$ cat config.mk
export PLATFORM = sky130hd
export DESIGN_NAME = nibble_add_seq
export DESIGN_NICKNAME = d
export VERILOG_FILES = /design/src/rtl/nibble_add_seq.sv
export SDC_FILE = /design/constraint.sdc
export NUM_CORES = 1
export LEC_CHECK = 0
export CORE_ASPECT_RATIO = 1.75
export CORE_UTILIZATION = 48
export CTS_CLUSTER_DIAMETER = 30
export DETAILED_ROUTE_END_ITERATION = 7
export PLACE_DENSITY = 0.83
export SYNTH_ARGS = -nofsm -noshare
export SYNTH_HDL_FRONTEND = slang
export SYNTH_SLANG_ARGS = --single-unit
$ cat constraint.sdc
create_clock -name clk -period 2.13 [get_ports clk]
set_input_delay 0.5325 -clock clk [delete_from_list [all_inputs] [get_ports clk]]
set_output_delay 0.5325 -clock clk [all_outputs]
set_load 0.03 [all_outputs]
$ cat src/rtl/nibble_add_seq.sv
// nibble_add_seq: multi-cycle W-bit adder that reuses one external 4-bit
// ripple adder. Each RUN cycle handles one nibble, low nibble first, and
// keeps the ripple carry in cy_q. The result is presented in DONE until the
// consumer takes it.
module nibble_add_seq #(
  parameter int unsigned NIBBLES = 4
) (
  input  logic                 clk,
  input  logic                 rst_n,
  input  logic                 in_valid,
  output logic                 in_ready,
  input  logic [4*NIBBLES-1:0] op_a,
  input  logic [4*NIBBLES-1:0] op_b,
  input  logic                 c_in,
  output logic [3:0]           add_a,
  output logic [3:0]           add_b,
  output logic                 add_cin,
  input  logic [3:0]           add_s,
  input  logic                 add_cout,
  output logic                 out_valid,
  input  logic                 out_ready,
  output logic [4*NIBBLES-1:0] sum,
  output logic                 c_out
);

  localparam int unsigned W    = 4 * NIBBLES;
  localparam int unsigned IDXW = (NIBBLES > 1) ? $clog2(NIBBLES) : 1;
  localparam logic [IDXW-1:0] IDX_LAST = IDXW'(NIBBLES - 1);

  typedef enum logic [1:0] {
    IDLE = 2'd0,
    RUN  = 2'd1,
    DONE = 2'd2
  } state_e;

  state_e          state_q, state_d;
  logic [IDXW-1:0] idx_q, idx_d;
  logic            cy_q, cy_d;
  logic [W-1:0]    a_q, a_d;
  logic [W-1:0]    b_q, b_d;
  logic [W-1:0]    sum_q, sum_d;

  // Handshake flags come straight from the state register.
  assign in_ready  = (state_q == IDLE);
  assign out_valid = (state_q == DONE);
  assign sum       = sum_q;
  assign c_out     = cy_q;

  // State and datapath registers; reset clears everything immediately.
  always_ff @(posedge clk or negedge rst_n) begin
    if (!rst_n) begin
      state_q <= IDLE;
      idx_q   <= '0;
      cy_q    <= 1'b0;
      a_q     <= '0;
      b_q     <= '0;
      sum_q   <= '0;
    end else begin
      state_q <= state_d;
      idx_q   <= idx_d;
      cy_q    <= cy_d;
      a_q     <= a_d;
      b_q     <= b_d;
      sum_q   <= sum_d;
    end
  end

  // Next-state logic and the nibble feed to the external adder.
  always_comb begin
    state_d = state_q;
    idx_d   = idx_q;
    cy_d    = cy_q;
    a_d     = a_q;
    b_d     = b_q;
    sum_d   = sum_q;
    add_a   = '0;
    add_b   = '0;
    add_cin = 1'b0;
    unique case (state_q)
      IDLE: begin
        if (in_valid) begin
          a_d     = op_a;
          b_d     = op_b;
          cy_d    = c_in;
          sum_d   = '0;
          idx_d   = '0;
          state_d = RUN;
        end
      end
      RUN: begin
        add_a   = a_q[4*idx_q +: 4];
        add_b   = b_q[4*idx_q +: 4];
        add_cin = cy_q;
        sum_d[4*idx_q +: 4] = add_s;
        cy_d    = add_cout;
        // idx stops at the top nibble rather than wrapping.
        if (idx_q == IDX_LAST) begin
          state_d = DONE;
        end else begin
          idx_d = idx_q + 1'b1;
        end
      end
      DONE: begin
        if (out_ready) begin
          state_d = IDLE;
        end
      end
      default: state_d = IDLE;
    endcase
  end

endmodule
**Word-level counts from Yosys, hierarchy flattened**

Cells that the tools add are included.

- Logic and storage cells: 40
- Register bits: 53
- Output and inout port bits: 28
- Bits of input ports: 42

- Equality and inequality tests: 7
- Reductions and logical operators: 6
- Shift-type cells: 4
- Add/subtract/negate cells: 2
- Mux-type cells: 15

Operators with widths:

| cell | number |
|---|---|
| $neg A4 Y34 | 1 |
| $shift A4 B34 Y16 const A | 1 |
| $shiftx A4 B34 Y16 | 1 |
| $pmux W16 S2 | 1 |
| $shiftx A16 B5 Y4 | 2 |
| $bwmux W16 | 1 |
| $mux W16 | 1 |
| $mux W2 | 5 |
| $mux W4 | 2 |
| $ne A2 B2 Y1 const B | 3 |
| $pmux W2 S3 | 1 |
| $reduce_and A3 Y1 | 2 |
| $eq A2 B2 Y1 const B | 2 |
| $pmux W2 S2 | 1 |
| $reduce_and A2 Y1 | 2 |
| $add A2 B1 Y2 const B | 1 |
| $eq A2 B1 Y1 const B | 1 |
| $logic_not A2 Y1 | 1 |
| $mux W1 | 2 |
| $ne A2 B1 Y1 const B | 1 |
| $pmux W1 S2 | 1 |
| $reduce_bool A2 Y1 | 1 |

**Longest topological paths before layout**

- Depth after elaboration: 4
- Mapped depth: 6
- Gate-level depth less buffers: 5

**Least setup slack after synthesis**

No wires, ideal clock.

- Kind: register to output
- Start point: register idx_q[0]
- End point: output port add_a[0]
- Arrival: 1.404 ns
- Setup slack: 0.193 ns
- Cell stages (with the launch flop): 4
- Required time: 1.597 ns
- Buffers on the path: 1
- Cells stage by stage: dfrtp_1 -> buf_6 -> mux4_2 -> nor2b_1

- Longest elaborated chain between the ends: 2

RTL lines:

| what | RTL line | RTL |
|---|---|---|
| start, declared | 37 | `logic [IDXW-1:0] idx_q, idx_d;` |
| start signal, assigned | 60 | `idx_q <= idx_d;` |
| $shiftx A16 B5 Y4 | 91 | `add_a = a_q[4*idx_q +: 4];` |
| $mux W4 | 79 | `unique case (state_q)` |
| end, declared | 15 | `output logic [3:0] add_a,` |

No other way between the ends.

**Worst setup path in the final report**

- Start point: register idx_q[0]
- End point: output port add_b[1]

- Longest elaborated chain between the ends: 2

RTL lines:

| what | RTL line | RTL |
|---|---|---|
| $shiftx A16 B5 Y4 | 92 | `add_b = b_q[4*idx_q +: 4];` |
| $mux W4 | 79 |  |
| end, declared | 16 | `output logic [3:0] add_b,` |

No other way between the ends.

==> flow_summary.json <==
{
  "place_hpwl_um": 3811,
  "vias": 1683,
  "pwr-share-clk_pct": 10.2,
  "cap_violations": 0,
  "io_pins": 70,
  "synth_warnings": 0,
  "fp.dieH_um": 97.56,
  "gp_congestion": 0.7373,
  "grt_max_degree": 34,
  "dr.first_iter.drc_count": 36,
  "peakVddDrop_mv": 1.408,
  "powerDensity_nw_per_um2": 1530,
  "power.total_mw": 5.210,
  "worstMarginPinSlew_ns": 0.3685,
  "hold_viol": 0,
  "synthMuxAreaShare_pct": 22.48,
  "grt_use_total_pct": 19.63,
  "multiInputGateArea_um2": 1124,
  "areaGrowthSynthToFinish_pct": 35.91,
  "synth-xor-area-share_pct": 0,
  "drt_wl_total_um": 5044,
  "grt_pass1_wl_um": 8349,
  "cts_root_buffer": "clkbuf_8",
  "fin_ws_ns": -0.02847,
  "portBuffers": 69,
  "p_sw_share_pct": 37.90,
  "clk_latency_ns": 0.30,
  "post-place-ws_ns": -0.2278,
  "start_kind": "flop",
  "fillCellCount": 370,
  "hold_buffers": 0,
  "syn-num-nets": 216,
  "cellInternalPower_mw": 3.235,
  "placed_area_um2": 3278,
  "drt-pass1-iter-count": 4,
  "cp_slowest_stage_delay_ns": 0.51,
  "crit_chain": "buf_6 -> mux4_2 -> nor2b_4 -> buf_6",
  "synthCells": 168,
  "tritoncts": "built",
  "most-common-layout-cells": "clkdlybuf4s50_1, dfrtp_1, mux2_2, a22o_1, buf_6",
  "syn_avg_cell_area_um2": 14.91,
  "setup_violations": 8,
  "pwr-share-seq_pct": 32.2,
  "end_kind": "primary output",
  "worstPathMaxFanout": 5,
  "status": "finished, violations left",
  "hp-class": "input pin to async pin",
  "synthAdderAreaFrac_pct": 2.997,
  "num_rows": 34,
  "postCtsSetupRepairBufs": 0,
  "ant_nets": 0,
  "placeableCoreArea_um2": 4977,
  "clkTransAtPathRegs_ns": 0.09,
  "via_per_inst": 5.610,
  "dieArea_um2": 5522,
  "clock_sinks": 53,
  "maxSlewHeadroom_pct": 75.42,
  "wl_per_cell_um": 16.81,
  "combPwrFrac_pct": 57.6,
  "violations": "setup timing",
  "fin_nets": 293,
  "antenna_found_initial": 0,
  "final.min_clock_period_ns": 2.158,
  "cp_data_required_time_ns": 1.60,
  "leakage_nw": 1.474,
  "final_area_um2": 3405,
  "layout_commonest_cell": "clkdlybuf4s50_1",
  "htreeDepth": 2,
  "arrival_ns": 1.63,
  "yosysSeqAreaShare_pct": 52.95,
  "seq_area_um2": 1326,
  "critPathKind": "flop to primary output",
  "final_util_pct": 68.40,
  "yosysUniqueCellTypes": 29,
  "cts-buffers-inserted": 5,
  "gr-total-overflow": 0,
  "min_period_over_period_pct": 101.3,
  "cp_common_cell": "buf_6",
  "die_w_um": 56.61,
  "max_clock_freq_mhz": 463.3,
  "synthesis.area_um2": 2505,
  "rsz0062_at_grt": "true",
  "initial_core_util_pct": 50.33,
  "synth_compound_area_share_pct": 7.992,
  "ys_ff_latch": 53,
  "power_switching_mw": 1.974,
  "drc": 0,
  "grt_pass1_vias": 1769,
  "slowest_stage": "mux4_2",
  "n_antenna_cell": 0,
  "drive_gt1_share_pct": 30.49,
  "tns_ns": -0.1456,
  "synth_top_family_by_area": "multiplexers",
  "synth-simple-area-share_pct": 9.940,
  "finClkSkew_ns": 0.006562,
  "slew_violations": 0,
  "clock_path_buffers": 2
}
power groups by stage:
stage	clock, mW	sequential [mW]	combinational [mW]
after floorplan	0	1.81	1.80
after global placement	0	1.66	2.76
after detailed placement	0	1.70	2.82
after CTS	0.546	1.68	2.73
after global routing	0.581	1.74	3.18
final	0.533	1.68	3.00
final timing paths:
path                       endpoint      from  cells after the start  slack [ns]
setup / recovery           add_b[1]  idx_q[0]                      4       -0.03
min in group clk            a_q[14]   a_q[14]                      1        0.50
hold / removal                c_out     rst_n                      1        0.09
setup reg to reg            sum[12]  idx_q[0]                      7        0.30
max in group asynchronous   a_q[15]     rst_n                      2        1.43
hold reg to reg             a_q[14]   a_q[14]                      1        0.50
layout make-up:
| cell class | count | area share, % |
|---|---|---|
| clock buffers | 8 | 2.352 |
| inverters | 5 | 0.5513 |
| multi-input cells | 102 | 33.00 |
| flip-flops and latches | 53 | 38.96 |
| well taps | 54 | 1.985 |
| repair buffers | 78 | 23.15 |
cell families after synthesis:
kind of cell	Yosys count
buffers and inverters	13
DFF	53
and+or+nand+nor	30
adders and majority gates	6
muxes	41
AOI/OAI and AO/OA	25
per-layer routing:
metal	routed length, um	GRT usage (%)	up-vias
li1	-	-	765
met1	1865	21.63	847
met2	2821	35.66	56
met3	198	3.462	15
met4	159	8.630	0
met5	0	0	-
synthesized netlist by cell type (all sizes together):
cell type  number  area, um2
dfrtp          53       1326
mux2           33      371.6
a22o           16      140.1
mux4            8      191.4
nor2b           8      50.05
buf             7      68.81
ha              6      75.07
nand2           6      22.52
inv             5      18.77
a21o            4      30.03
nand2b          4      32.53
nor2            3      11.26
nor4b           3      71.32
nor3b           2      26.28
o22ai           2      12.51
a21oi           1      5.000
and3            1      6.260
clkbuf          1      3.750
nand3           1      5.000
nand3b          1      7.510
nor3            1      16.27
o21ai           1      5.000
o31ai           1      7.510
flip-flops by register name (all words and copies together), names as in the netlist:
| register | cells |
|---|---|
| c_out | 1 |
| a_q | 16 |
| sum | 16 |
| b_q | 16 |
| state_q | 2 |
| idx_q | 2 |
metrics by stage:
step | cells | hold WS [ns]
after floorplan | 168 | 0.2369
after global placement | 292 | 0.4169
after detailed placement | 292 | 0.4207
after CTS | 300 | 0.09143
after global routing | 300 | 0.1006
final | 300 | 0.08795
worst max-delay path: cells and delay by family (launching register included):
| family | cells | cell delay (ns) |
|---|---|---|
| buffers and inverters | 2 | 0.29 |
| and+or+nand+nor | 1 | 0.14 |
| DFF | 1 | 0.38 |
| muxes | 1 | 0.51 |
what timing repair did:
item                       4_1_cts  5_1_grt
gates resized for setup         48       31
gates cloned                     0        0
setup endpoints to repair       11        8
(Power assumes the default switching activity.)
